[config.mk]
export PLATFORM = sky130hd
export DESIGN_NAME = fu_issue_scheduler
export DESIGN_NICKNAME = d
export VERILOG_FILES = /design/src/rtl/fu_issue_scheduler.sv
export SDC_FILE = /design/constraint.sdc
export NUM_CORES = 1
export LEC_CHECK = 0
export CORE_UTILIZATION = 45
export DETAILED_ROUTE_END_ITERATION = 12
export GPL_ROUTABILITY_DRIVEN = 0
export PLACE_DENSITY_LB_ADDON = 0.2
export SLEW_MARGIN = 20
export SYNTH_ARGS = -nofsm -noshare
export SYNTH_HDL_FRONTEND = slang
export SYNTH_SLANG_ARGS = --single-unit
[constraint.sdc]
create_clock -name clk -period 5.8 [get_ports clk]
set_input_delay 1.45 -clock clk [delete_from_list [all_inputs] [get_ports clk]]
set_output_delay 1.45 -clock clk [all_outputs]
set_load 0.01 [all_outputs]
[src/rtl/fu_issue_scheduler.sv]
// fu_issue_scheduler: single-entry issue register with busy-vector hazard check, outstanding-write limit and branch wait
module fu_issue_scheduler #(
  parameter int MAX_OUTSTANDING = 4
) (
  input  logic       clk,
  input  logic       reset,
  input  logic       dec_valid_i,
  output logic       dec_ready_o,
  input  logic [2:0] dec_fu_i,
  input  logic [4:0] dec_rs1_i,
  input  logic [4:0] dec_rs2_i,
  input  logic [4:0] dec_rd_i,
  input  logic       dec_use_rs2_i,
  input  logic       dec_we_i,
  input  logic       alu_ready_i,
  input  logic       mult_ready_i,
  input  logic       lsu_ready_i,
  input  logic       csr_ready_i,
  output logic       iss_valid_o,
  output logic [2:0] iss_fu_o,
  output logic [4:0] iss_rd_o,
  input  logic       wb_valid_i,
  input  logic [4:0] wb_rd_i,
  input  logic       resolve_valid_i,
  input  logic       flush_i
);
  typedef enum logic {RUN, BR_WAIT} state_t;
  state_t state_q, state_d;
  logic [31:0] busy, busy_d, wb_clr, busy_eff;
  logic [2:0] count, count_d;
  logic hazard, tgt_ready, fire, accept, real_fu, inc, dec;
  always_comb begin
    wb_clr = wb_valid_i ? 32'(1) << wb_rd_i : '0;
    busy_eff = busy & ~wb_clr;
    hazard = busy_eff[dec_rs1_i] | (dec_use_rs2_i & busy_eff[dec_rs2_i]) | (dec_we_i & busy_eff[dec_rd_i]);
    tgt_ready = (iss_fu_o == 3'd3 || iss_fu_o == 3'd4) ? alu_ready_i :
                iss_fu_o == 3'd5 ? mult_ready_i :
                (iss_fu_o == 3'd1 || iss_fu_o == 3'd2) ? lsu_ready_i :
                iss_fu_o == 3'd6 ? csr_ready_i : 1'b0;
    fire = iss_valid_o & tgt_ready;
    dec_ready_o = !reset && state_q == RUN && !flush_i && !hazard &&
                  (int'(count) < MAX_OUTSTANDING || !dec_we_i) && (!iss_valid_o || fire);
    accept = dec_valid_i & dec_ready_o;
    real_fu = dec_fu_i != 3'd0 && dec_fu_i != 3'd7;
    inc = accept & real_fu & dec_we_i & (dec_rd_i != 5'd0);
    dec = wb_valid_i & busy[wb_rd_i];
    busy_d = (busy_eff | (inc ? 32'(1) << dec_rd_i : '0)) & ~32'd1;
    count_d = count + {2'b0, inc} - {2'b0, dec};
    state_d = flush_i ? RUN :
              (state_q == RUN && accept && dec_fu_i == 3'd4) ? BR_WAIT :
              (state_q == BR_WAIT && resolve_valid_i) ? RUN : state_q;
  end
  always_ff @(posedge clk) begin
    if (reset) begin
      state_q <= RUN;
      busy <= '0;
      count <= '0;
      iss_valid_o <= 1'b0;
      iss_fu_o <= '0;
      iss_rd_o <= '0;
    end else begin
      state_q <= state_d;
      busy <= busy_d;
      count <= count_d;
      iss_valid_o <= !flush_i && ((accept && real_fu) || (iss_valid_o && !fire));
      if (accept && real_fu) begin
        iss_fu_o <= dec_fu_i;
        iss_rd_o <= dec_rd_i;
      end
    end
  end
endmodule

== Word level (Yosys, flattened, before mapping) ==
Cells that the tools add are included.

* Add/subtract/negate cells: 2
* Multiply operators: 0
* Div/mod/pow operators: 0
* Magnitude comparators: 5
* Equal/unequal tests: 8
* Shift operators: 2
* Mux-type cells: 16
* Bitwise gates (word level): 14
* Reductions and logical operators: 27

{| class="wikitable"
|+ Operators with widths
! kind !! count
|-
| $mux 32 || 2
|-
| $shl 1x5->32 const A || 2
|-
| $and 32x32->32 || 1
|-
| $not 32->32 || 1
|-
| $or 32x32->32 || 1
|-
| $lt 5x6->1 const B || 4
|-
| $bmux 1 s5 || 4
|-
| $eq 3x3->1 const B || 4
|-
| $logic_and 1x1->1 || 12
|-
| $mux 1 || 10
|-
| $and 1x1->1 || 8
|-
| $eq 3x2->1 const B || 2
|-
| $logic_not 1->1 || 6
|-
| $logic_or 1x1->1 || 5
|-
| $reduce_bool 5->1 || 1
|-
| $add 3x1->3 || 1
|-
| $eq 3x1->1 const B || 1
|-
| $lt 3x3->1 const B || 1
|-
| $ne 3x3->1 const B || 1
|-
| $reduce_bool 3->1 || 1
|-
| $sub 3x1->3 || 1
|-
| $or 1x1->1 || 2
|-
| $reduce_bool 2->1 || 1
|-
| $reduce_or 2->1 || 1
|-
| $not 1->1 || 1
|}

* Flip-flop bits (word level): 45
* Latch bits: 0
* RAM bits: 0
* ROM bits: 0
* Bits of input ports: 35
* Output and inout port bits: 10
* Logic and storage cells: 81
* Memories kept: 0

== Longest topological paths before layout ==
* Depth after elaboration: 19
* Gate-level depth with buffers: 17

== Worst setup path after synthesis ==
Ideal clock, no wire load.

* Path type: input to output
* Start: input port wb_rd_i[4]
* End: output port dec_ready_o
* Arrival: 3.563 ns
* Required time: 4.350 ns
* Slack: 0.787 ns
* Stages on the path: 9
* Path buffers: 2
* Cell sequence: buf_2 > and4bb_1 > a21boi_1 > mux4_2 > a221oi_1 > nor4bb_1 > a211oi_2 > buf_2 > and2_1

* Word-level cells in the longest chain between the ends: 13

{| class="wikitable"
|+ RTL lines
! element !! line !! text
|-
| start: declaration || 23 || <nowiki>input logic [4:0] wb_rd_i,</nowiki>
|-
| $shl 1x5->32 * || 33 || <nowiki>wb_clr = wb_valid_i ? 32'(1) << wb_rd_i : '0;</nowiki>
|-
| $mux 32 * || 33 ||
|-
| $not 32->32 * || 34 || <nowiki>busy_eff = busy & ~wb_clr;</nowiki>
|-
| $and 32x32->32 * || 34 ||
|-
| $bmux 1 s5 || 35 || <nowiki>hazard = busy_eff[dec_rs1_i] | (dec_use_rs2_i & busy_eff[dec_rs2_i]) | (dec_we_i & busy_eff[dec_rd_i]);</nowiki>
|-
| $mux 1 (not written as such) || 35 ||
|-
| $and 1x1->1 || 35 ||
|-
| $or 1x1->1 || 35 ||
|-
| $or 1x1->1 * || 35 ||
|-
| $logic_not 1->1 * || 41 || <nowiki>dec_ready_o = !reset && state_q == RUN && !flush_i && !hazard &&</nowiki>
|-
| $logic_and 1x1->1 * (2 in a row) || 41 ||
|-
| $logic_and 1x1->1 * || 42 || <nowiki>(int'(count) < MAX_OUTSTANDING || !dec_we_i) && (!iss_valid_o || fire);</nowiki>
|-
| end: declaration || 8 || <nowiki>output logic dec_ready_o,</nowiki>
|}

Every way passes the cells marked *; elsewhere a longest branch is shown, timed or not. The select of a mux whose other input is x is not followed.

== Final worst setup path ==
* Start: input port wb_rd_i[1]
* End: output port dec_ready_o

Same word-level chain as after synthesis.

==> results.md <==
* Worst hold slack after final layout at 0.488 ns
* Slew at the pin with the worst max-slew slack at 0.626 ns
* Total of flip-flops plus latches after synthesis at 44
* Element type at the critical path end: output port
* Die Width at 90.9 um
* Crit Path Max Fanout at 10
* Worst hold-check path type: reg -> reg
* Antenna Violating Nets Remaining at 0
* Arrival time of the worst setup path at 3.95 ns
* Worst-case clock buffer depth at 2
* Area grow syn2layout at 33.2%
* Placed instance count at 600
* Global-route wire length before repair at 20,100 um
* Vias at 4,078
* Later-pin clock latency in the skew report at 0.31 ns
* WL/cell at 20.7 um
* Height of the die at 90.9 um
* Cell leakage power at 1.69 nW
* Final setup violation count at 0
* Total global-route track usage at 30.8%
* Clock-pin slew on the worst setup and hold paths at 0.09 ns
* Outcome: completed
* Row count at 32
* Critical path type: in -> out
* Share of the cycle needed by the critical path after routing at 93.2%
* I/O pin cnt at 45
* Root buf cell: clkbuf_8
* Number of max-capacitance violations reported at 0
* Post-synth cell types at 73
* Vias in the first global route at 3,735
* Detailed Routing Iterations Pass 1 at 5
* Largest net degree at the start of global routing at 47
* EDFF count, synth at 0
* Number of buffers created by CTS at 5
* Final Hold Violating Endpoints at 0
* Most common cell in the synthesized netlist: dfxtp_1
* Initial antenna violation count at 0
* Power per unit of standard cell area at 154 nW/um2
* Antenna cells at 0
* Filler cell count at 701
* Clock period minus final worst setup slack at 5.40 ns
* Yosys warning total at 0
* Req. time, crit path at 4.35 ns
* Most used flip-flop cell after synthesis: dfxtp_1
* Cell types with the highest counts after synthesis: dfxtp_1, o21ai_0, o32ai_1
* Tot Pwr at 0.000730 W
* Area of the core at 7690 um2
* Number of remaining DRC errors at 0
* Yosys top cell area share at 24.8%
* Cell area after technology mapping at 3560 um2
* Async S/R FF share, synth at 0%
* Overflow after GRT at 0
* Number of sinks handled by clock tree synthesis at 44
* CTS tree: built
* CTS H-tree lvls at 2
* Mean cell area of the mapped netlist at 8.49 um2
* Placed wire-length estimate at 9400 um
* Flop2flop setup slack at 2.08 ns
* Fraction of layout cells with a size suffix above 1 at 24.0%
* Worst setup skew after layout at 0.0115 ns
* Headroom to the max-slew limit at 58.1%
* Max Slew Vio Count at 0
* Achievable clock frequency at 185 MHz
* Kind of start point of the critical path: primary input
* Dominant cells by area after synthesis: dfxtp_1, mux4_2, o32ai_1
* Number of standard cells in the layout, taps in and fillers out at 611
* Worst reg2reg path depth at 16
* IR drop worst, VDD at 0.000145 V
* Dominant cell type by area after synthesis: dfxtp_1
* Synth Net Count at 457
* Launch point of the worst hold path: state_q
* Final routed wirelength across all metal layers at 12,700 um
* Synthesized instance count at 419
* Die footprint at 8260 um2
* Setup repair after global routing missed its margin: false
* Count of buffers inserted at the top-level ports at 44
* Instance count along the most critical hold path at 2
* Part of the Yosys area used for sequential elements at 24.8%
* Crit Reg-Reg Startpoint: busy[8]
* Endpoint, Worst Hold: state_q
* Number of nets in the layout at 546
* DRC marker count from the first detailed-route iteration at 632
* Effective utilization at floorplan at 46.3%
* R2r endpoint: count[2]
* Average vias per placed instance at 6.67
[worst max path at each step]
stage / from / end
2_1_floorplan: wb_rd_i[4] / dec_ready_o
4_1_cts: wb_rd_i[4] / dec_ready_o
3_3_place_gp: wb_rd_i[3] / dec_ready_o
6_report: wb_rd_i[1] / dec_ready_o
3_5_place_dp: wb_rd_i[3] / dec_ready_o
5_1_grt: wb_rd_i[1] / dec_ready_o
[state kept, by name, summed over array words and instances (netlist names)]
register     flops
count            3
iss_rd_o         5
iss_valid_o      1
state_q          1
iss_fu_o         3
busy            31
[metal layers]
metal / track usage, % / up-vias / wire length [um]
li1: - / 1831 / -
met1: 42.5 / 1932 / 5210
met2: 48.0 / 264 / 5660
met3: 4.63 / 51 / 1310
met4: 13.0 / 0 / 494
met5: 0 / - / 0
[worst max-delay path: stages]
cell,delay [ns]
clkdlybuf4s50_1,0.45
buf_4,0.18
nand2_1,0.10
buf_4,0.21
o21ai_0,0.15
mux4_2,0.50
o211ai_1,0.19
nor4bb_4,0.27
a211oi_2,0.08
and2_1,0.18
dlymetal6s2s_1,0.17
[layout by cell type (no fill, tap or decap), types with 4 or more instances in the layout]
cell	instances
clkdlybuf4s50_1	39
nor2_1	19
mux4_2	13
nor2b_1	16
inv_1	10
nand2_1	16
clkbuf_8	5
o311ai_0	4
o21ai_0	29
nand2b_1	12
o31ai_1	9
o32ai_1	21
mux2i_1	18
o211ai_1	10
buf_4	72
xor2_1	6
dfxtp_1	44
a21oi_1	13
a221oi_1	4
o21ai_1	9
nand4_1	5
mux2_2	6
nor3_1	12
or3_1	5
o22ai_1	6
or2_2	4
nand3b_1	4
o21ai_2	4
nand3_1	17
[timing repair]
action,CTS,global route
pin swaps,2,2
setup endpoints to repair,1,1
hold buffers,0,0
gates resized for setup,11,16
buffers inserted,2,1
[power by group]
group	internal (W)	switching (W)	leakage (nW)
clock network	0.000128	0.000112	0.0541
registers	0.000306	0.00000359	0.355
logic	0.0000811	0.0000984	1.28
total	0.000515	0.000215	1.69
[through the flow]
step           utilization, %  cell area (um2)  setup slack [ns]  TNS [ns]
4_1_cts                  60.8             4670            0.0126         0
3_3_place_gp             58.6             4500           -0.0555   -0.0555
5_1_grt                  61.7             4740             0.263         0
3_5_place_dp             58.6             4500           -0.0998   -0.0998
6_report                 61.7             4740             0.397         0
2_1_floorplan               -             3560             0.787         0
[final cells by class]
type                    count  area [um2]  share of cell area [%]
clock buffers               5        68.8                    1.45
clock inverters             3        42.5                   0.898
inverters                  13        48.8                    1.03
multi-input cells         327        2570                    54.2
flip-flops and latches     44         881                    18.6
well taps                 102         128                    2.69
repair buffers            117        1000                    21.1
[cell families after synthesis]
kind of cell	after synthesis	synth area share (%)
AOI/OAI and AO/OA	148	29.8
and+or+nand+nor	131	21.2
buffers and inverters	48	5.84
DFF	44	24.8
muxes	37	15.2
xor gates and xnor gates	7	1.72
adders and majority gates	4	1.55
No activity file was read; power rests on OpenSTA's default activity.
